File: config.mk
export PLATFORM = sky130hd
export DESIGN_NAME = datapath_controller
export DESIGN_NICKNAME = d
export VERILOG_FILES = /design/src/rtl/datapath_ctrl_pkg.sv /design/src/rtl/datapath_controller.sv
export SDC_FILE = /design/constraint.sdc
export NUM_CORES = 1
export LEC_CHECK = 0
export BUFFER_PORTS_ARGS = -buffer_cell sky130_fd_sc_hd__buf_2
export CAP_MARGIN = 20
export CORE_MARGIN = 8
export CORE_UTILIZATION = 43
export DETAILED_ROUTE_END_ITERATION = 10
export GPL_TIMING_DRIVEN = 0
export PLACE_DENSITY = 0.85
export SKIP_LAST_GASP = 1
export SLEW_MARGIN = 15
export SYNTH_ARGS = -nofsm -noshare
export SYNTH_HDL_FRONTEND = slang
export SYNTH_SLANG_ARGS = --single-unit
File: constraint.sdc
create_clock -name clk -period 1.5 [get_ports clk]
set_input_delay 0.075 -clock clk [delete_from_list [all_inputs] [get_ports clk]]
set_output_delay 0.075 -clock clk [all_outputs]
set_load 0.005 [all_outputs]
File: src/rtl/datapath_ctrl_pkg.sv
// Shared encodings for the multiply-and-clamp sequencer: FSM state codes and r5 source select.
package datapath_ctrl_pkg;

  localparam logic [1:0] S_IDLE = 2'd0;
  localparam logic [1:0] S_LOAD = 2'd1;
  localparam logic [1:0] S_RUN  = 2'd2;
  localparam logic [1:0] S_DONE = 2'd3;

  typedef enum logic [1:0] {
    IDLE = S_IDLE,
    LOAD = S_LOAD,
    RUN  = S_RUN,
    DONE = S_DONE
  } state_e;

  localparam logic SEL_R5_CLAMP = 1'b0;
  localparam logic SEL_R5_PROD  = 1'b1;

endpackage

File: src/rtl/datapath_controller.sv
// Sequencer computing r5 = min(A*B, C) by repeated addition on the companion datapath.
// Optional RESULT_HOLD_EN adds a result register that captures r5 on each done pulse.
module datapath_controller
  import datapath_ctrl_pkg::*;
#(
  parameter int n = 8
) (
  input  logic         clk,
  input  logic         reset,
  input  logic         start,
  input  logic         abort,
  input  logic         cmp_res,
  input  logic         nor_res,
  input  logic [n-1:0] r5,
  output logic         reset_regs,
  output logic         sel_r1,
  output logic         sel_r5,
  output logic         en,
  output logic         busy,
  output logic         done,
  output logic [n-1:0] iters,
`ifdef RESULT_HOLD_EN
  output logic [n-1:0] result,
`endif
  output logic [1:0]   dbg_state
);

  // Handshake: start is sampled only in IDLE; done is a one-cycle pulse with r5 valid
  // in that cycle; busy covers LOAD, RUN and DONE; abort only acts in LOAD/RUN.
  state_e       state_q, state_d;
  logic         reset_regs_q, reset_regs_d;
  logic         sel_r1_q, sel_r1_d;
  logic         busy_q, busy_d;
  logic         done_q, done_d;
  logic [n-1:0] iters_q, iters_d;
  logic         exit_w;

  assign exit_w = nor_res | cmp_res;

  // en and sel_r5 must act on the same edge that sees the exit condition.
  always_comb begin
    en     = (state_q == RUN) && !abort && !exit_w;
    sel_r5 = (state_q == RUN) ? ~cmp_res : SEL_R5_PROD;
  end

  always_comb begin
    state_d      = state_q;
    reset_regs_d = 1'b1;
    sel_r1_d     = 1'b0;
    busy_d       = 1'b0;
    done_d       = 1'b0;
    iters_d      = iters_q;
    case (state_q)
      IDLE: begin
        if (start) begin
          state_d      = LOAD;
          reset_regs_d = 1'b0;
          busy_d       = 1'b1;
          iters_d      = '0;
        end
      end
      LOAD: begin
        if (abort) begin
          state_d = IDLE;
        end else begin
          state_d  = RUN;
          sel_r1_d = 1'b1;
          busy_d   = 1'b1;
        end
      end
      RUN: begin
        if (abort) begin
          state_d = IDLE;
        end else if (exit_w) begin
          state_d = DONE;
          busy_d  = 1'b1;
          done_d  = 1'b1;
        end else begin
          sel_r1_d = 1'b1;
          busy_d   = 1'b1;
          iters_d  = iters_q + n'(1);
        end
      end
      DONE: begin
        state_d = IDLE;
      end
      default: state_d = IDLE;
    endcase
  end

  always_ff @(posedge clk or posedge reset) begin
    if (reset) begin
      state_q      <= IDLE;
      reset_regs_q <= 1'b1;
      sel_r1_q     <= 1'b0;
      busy_q       <= 1'b0;
      done_q       <= 1'b0;
      iters_q      <= '0;
    end else begin
      state_q      <= state_d;
      reset_regs_q <= reset_regs_d;
      sel_r1_q     <= sel_r1_d;
      busy_q       <= busy_d;
      done_q       <= done_d;
      iters_q      <= iters_d;
    end
  end

  assign reset_regs = reset_regs_q;
  assign sel_r1     = sel_r1_q;
  assign busy       = busy_q;
  assign done       = done_q;
  assign iters      = iters_q;
  assign dbg_state  = state_q;

`ifdef RESULT_HOLD_EN
  logic [n-1:0] result_q, result_d;

  always_comb begin
    result_d = done_q ? r5 : result_q;
  end

  always_ff @(posedge clk or posedge reset) begin
    if (reset) result_q <= '0;
    else       result_q <= result_d;
  end

  assign result = result_q;
`else
  // Without the hold register r5 is read directly by the consumer on done.
  logic unused_r5;
  assign unused_r5 = ^r5;
`endif

endmodule

**After elaboration in Yosys (flattened, before gate mapping)**

Index checks and enable logic that the tools add are counted.

- Register bits: 14
- Bits in latches: 0
- Bits in writable memories: 0
- Memory bits (read-only): 0
- Input port bits: 14
- Output and inout bits: 16
- Logic and storage cells: 46
- Memories: 0

- Add/sub/neg operators: 1
- Multiply operators: 0
- Div/mod/pow operators: 0
- Magnitude comparators: 0
- Equal/unequal tests: 7
- Shift-type cells: 0
- Mux-type cells: 21
- Bitwise logic cells: 2
- Reductions and logical operators: 9

Operator list:

| operator | count |
|---|---|
| $mux W8 | 3 |
| $pmux W8 S2 | 1 |
| $mux W1 | 10 |
| $add A8 B1 Y8 const B | 1 |
| $mux W2 | 4 |
| $pmux W2 S4 | 1 |
| $ne A2 B2 Y1 const B | 3 |
| $eq A2 B2 Y1 const B | 2 |
| $pmux W1 S2 | 2 |
| $reduce_and A4 Y1 | 1 |
| $ne A3 B3 Y1 const B | 1 |
| $eq A2 B1 Y1 const B | 1 |
| $logic_and A1 B1 Y1 | 2 |
| $logic_not A1 Y1 | 2 |
| $logic_not A2 Y1 | 1 |
| $reduce_and A2 Y1 | 1 |
| $reduce_bool A2 Y1 | 1 |
| $reduce_or A2 Y1 | 1 |
| $not A1 Y1 | 1 |
| $or A1 B1 Y1 | 1 |

**Longest topological paths before layout**

- Depth in word-level cells: 4
- Depth in mapped cells: 6
- Mapped depth without buffers: 6

**Worst setup path after synthesis**

OpenSTA, ideal clock, no wires.

- Kind: reg2reg
- From: reg state_q[0], in the netlist dbg_state[0]
- To: reg iters_q[7], in the netlist iters[7]
- Setup time: 76 ps
- Data arrival time: 1557 ps
- Data required time: 1424 ps
- Setup slack: -134 ps
- Cell stages (with the launch flop): 7
- Buffers on the path: 0
- Period minus slack after synthesis: 1634 ps
- Cells stage by stage: dfrtp_1 inv_1 ha_1 or3b_1 nor3_2 nand4_1 o21ai_1

- Word-level cells in the longest chain between the ends: 3
- Elaborated cells between the ends (all ways): 8
- Classes of those cells: eq/ne (4); mux (1); reduce/logical (3)

Ends and longest elaborated chain:

| element | line | RTL |
|---|---|---|
| start, declared | datapath_controller.sv:30 | `state_e state_q, state_d;` |
| start signal, assigned | datapath_controller.sv:100 | `state_q <= state_d;` |
| $eq A2 B2 Y1 / $logic_not A2 Y1 (equally long branches) | datapath_controller.sv:53 | `case (state_q)` |
| $ne A2 B2 Y1 (no source line) / $reduce_bool A2 Y1 (equally long branches) | -- |  |
| $reduce_and A4 Y1 (no source line) | -- |  |
| end signal, assigned | datapath_controller.sv:105 | `iters_q <= iters_d;` |
| end, declared | datapath_controller.sv:35 | `logic [n-1:0] iters_q, iters_d;` |

Several ways; a longest one is shown, not always the timed one.
A chain may end at the register's enable or synchronous reset.

**Worst setup path in the final report**

Same ends and word-level chain as after synthesis.

==> results.md <==
* Internal power at 1.13 mW
* Arr. time, crit path at 1.83 ns
* EDFF count, synth at 0
* Core Box Area at 1880 sq um
* Final clock skew at 0.00710 ns
* Share of power burned in registers at 27.2%
* Worst min-delay path category: in -> reg
* Hold_ws at 0.0837 ns
* Max Freq at 0.618 GHz
* Distinct cells, synth at 34
* DRT Pass-1 Iters at 4
* First-pass GRT wire length at 3.77 mm
* Synthesized Nets at 108
* Comb power frac at 58.0%
* Area growth, synth to finish at 58.0%
* Pleak at 0.583 nW
* Fin Setup TNS at -0.463 ns
* Psw at 702 uW
* DIE WIDTH at 59.8 um
* Clk buf depth at 2
* Drt drc at 0
* Die ar. at 3570 sq um
* Synth Warn # at 0
* Worst-margin pin slew at 0.533 ns
* Dpl cells at 135
* Clock Latency Late Sink at 0.28 ns
* Die Y at 59.8 um
* CP startpoint kind: flip-flop
* Peak VDD IR at 1.05 mV
* CTS tree: yes
* H-tree depth at 1
* Port Buffers at 21
* Synth Cell Area at 825 sq um
* Rows at 16
* Vias in the first global route at 871
* Most common cell after layout, fill and taps aside: buf_2
* Final WL at 2.68 mm
* Syn Area/Cell at 9.48 sq um
* Number of antenna violations at the first check in global routing at 0
* Post-DP Area at 982 sq um
* Largest net degree at the start of global routing at 15
* PnR worst setup slack at -0.118 ns
* Yosys reg bits at 14
* Layout cell share with drive strength beyond 1 at 50.8%
* Layout Nets at 152
* Routed vias at 921
* Crit path capture type: flip-flop
* CTS sink cnt at 14
* Commonest non-fill, non-tap cells in the layout: buf_2, nand2_1, dfrtp_1, buf_4, nor2_1
* Fin crit period at 1.62 ns
* Initial core utilization at 43.8%
* Pre-CTS setup slack at -0.262 ns
* Sequential area share after synthesis at 42.6%
* WS Path Type: reg -> reg
* RSZ-0062 raised after global routing: yes
* Post-DR wirelength/cell at 17.1 um
* Clk slew on worst S/H paths at 0.09 ns
* Required time of the critical path at 1.71 ns
* Max_cap viols at 0
* Root Driver: clkbuf_4
* Max FO, Critical Path at 5
* Clk network pwr share at 14.8%
* Ratio of total power to cell area at 1400 nW/um^2
* Antenna-violating nets left at 0
* IO Count at 30
* Final Hold Viols at 0
* Slew Limit Headroom at 64.4%
* Post-synth top flop: dfrtp_1
* Slew Viols, Final at 0
* Final instance area at 1300 sq um
* Final setup violation count at 6
* Total power at 1.83 mW
* Status: complete, but fails checks
* Via/cell ratio at 5.87
* Post-synth ARST share at 100%
* Switching Share at 38.4%
* GRT Residual Overflow at 0
* Final HPWL DP at 1.48 mm
* Placer Congestion at 0.806
* Util after Layout at 69.2%
* Failing checks: negative setup slack
* GRT Util Overall at 14.0%
* Num CTS Buffers at 3
* ANT cells at 0
* Detailed Route Iter0 Violations at 53
* Mapped Cells at 87
* Non-filler cells in the finished layout at 157
* Tcrit/Tclk final at 108%
[routing by layer]
layer	share of wire, %	vias to the layer above	routed length [um]	global-route usage, %
met1	36	445	978	15.0
met5	0	-	0	0
li1	-	408	-	-
met3	8.3	14	223	3.01
met2	51	54	1370	22.8
met4	4.1	0	109	11.9
[worst max-delay path, cell delays in order, from the launching register on]
cell and delay [ns]:
dfrtp_1 0.41, inv_2 0.12, ha_4 0.17, or3b_4 0.41, nor3_4 0.14, nand4_1 0.14
o21ai_1 0.16
[logic make-up after synthesis]
group                    synth area share [%]
AO/OA/AOI/OAI                            17.9
adder cells (fa/ha/maj)                  10.6
buffers and inverters                    1.82
flip-flops                               42.6
multiplexers                             2.58
AND/OR/NAND/NOR                          24.4
[power groups by stage]
stage               Sequential, mW  Clock (mW)  Combinational, mW
global route                 0.507       0.309               1.13
detailed placement           0.506           0              0.544
floorplan                    0.512           0              0.359
global placement             0.504           0              0.514
finish                       0.498       0.271               1.06
CTS                          0.488       0.275              0.817
[state kept, by name, summed over array words and instances, names as in the netlist]
register    flops
iters           8
sel_r1          1
done            1
dbg_state       2
busy            1
reset_regs      1
[synth_stat cells, types with 2 or more instances]
master / count / area share (%)
inv_1: 3 / 1.4
o211ai_1: 2 / 1.8
nand3_1: 2 / 1.2
a22o_1: 2 / 2.1
o221ai_1: 2 / 2.1
dfrtp_1: 13 / 39
nand2_1: 14 / 6.4
ha_1: 7 / 11
nor3_1: 2 / 1.2
a21oi_1: 3 / 1.8
nor4_1: 2 / 1.5
nand2b_1: 4 / 3.0
nor2_1: 6 / 2.7
o21ai_0: 5 / 3.0
[path summary, 6_finish.rpt]
kind | from | end | slack (ns) | depth (start not counted)
max in group asynchronous | reset | dbg_state[1] | 0.74 | 3
setup / recovery | dbg_state[0] | iters[7] | -0.12 | 6
hold reg to reg | iters[7] | iters[7] | 0.48 | 1
min in group asynchronous | reset | iters[0] | 0.37 | 3
hold / removal | abort | done | 0.08 | 2
setup reg to reg | dbg_state[0] | iters[7] | -0.12 | 6
[cell type report]
cell class	instances	area, sq um
clock buffer	4	36.3
buffer	1	5.00
tap	27	33.8
timing repair buffer	38	249
sequential	14	353
multi-input combinational	70	612
inverter	3	13.8
fill	155	579
[what timing repair did]
item | in CTS | in global routing
hold buffers | 2 | 0
setup buffers | 9 | 7
pin swaps | 4 | 12
gates resized for setup | 13 | 17
hold endpoints to repair | 14 | 0
cloned | 1 | 0
setup endpoints to repair | 12 | 11
No activity file was read; power rests on OpenSTA's default activity.
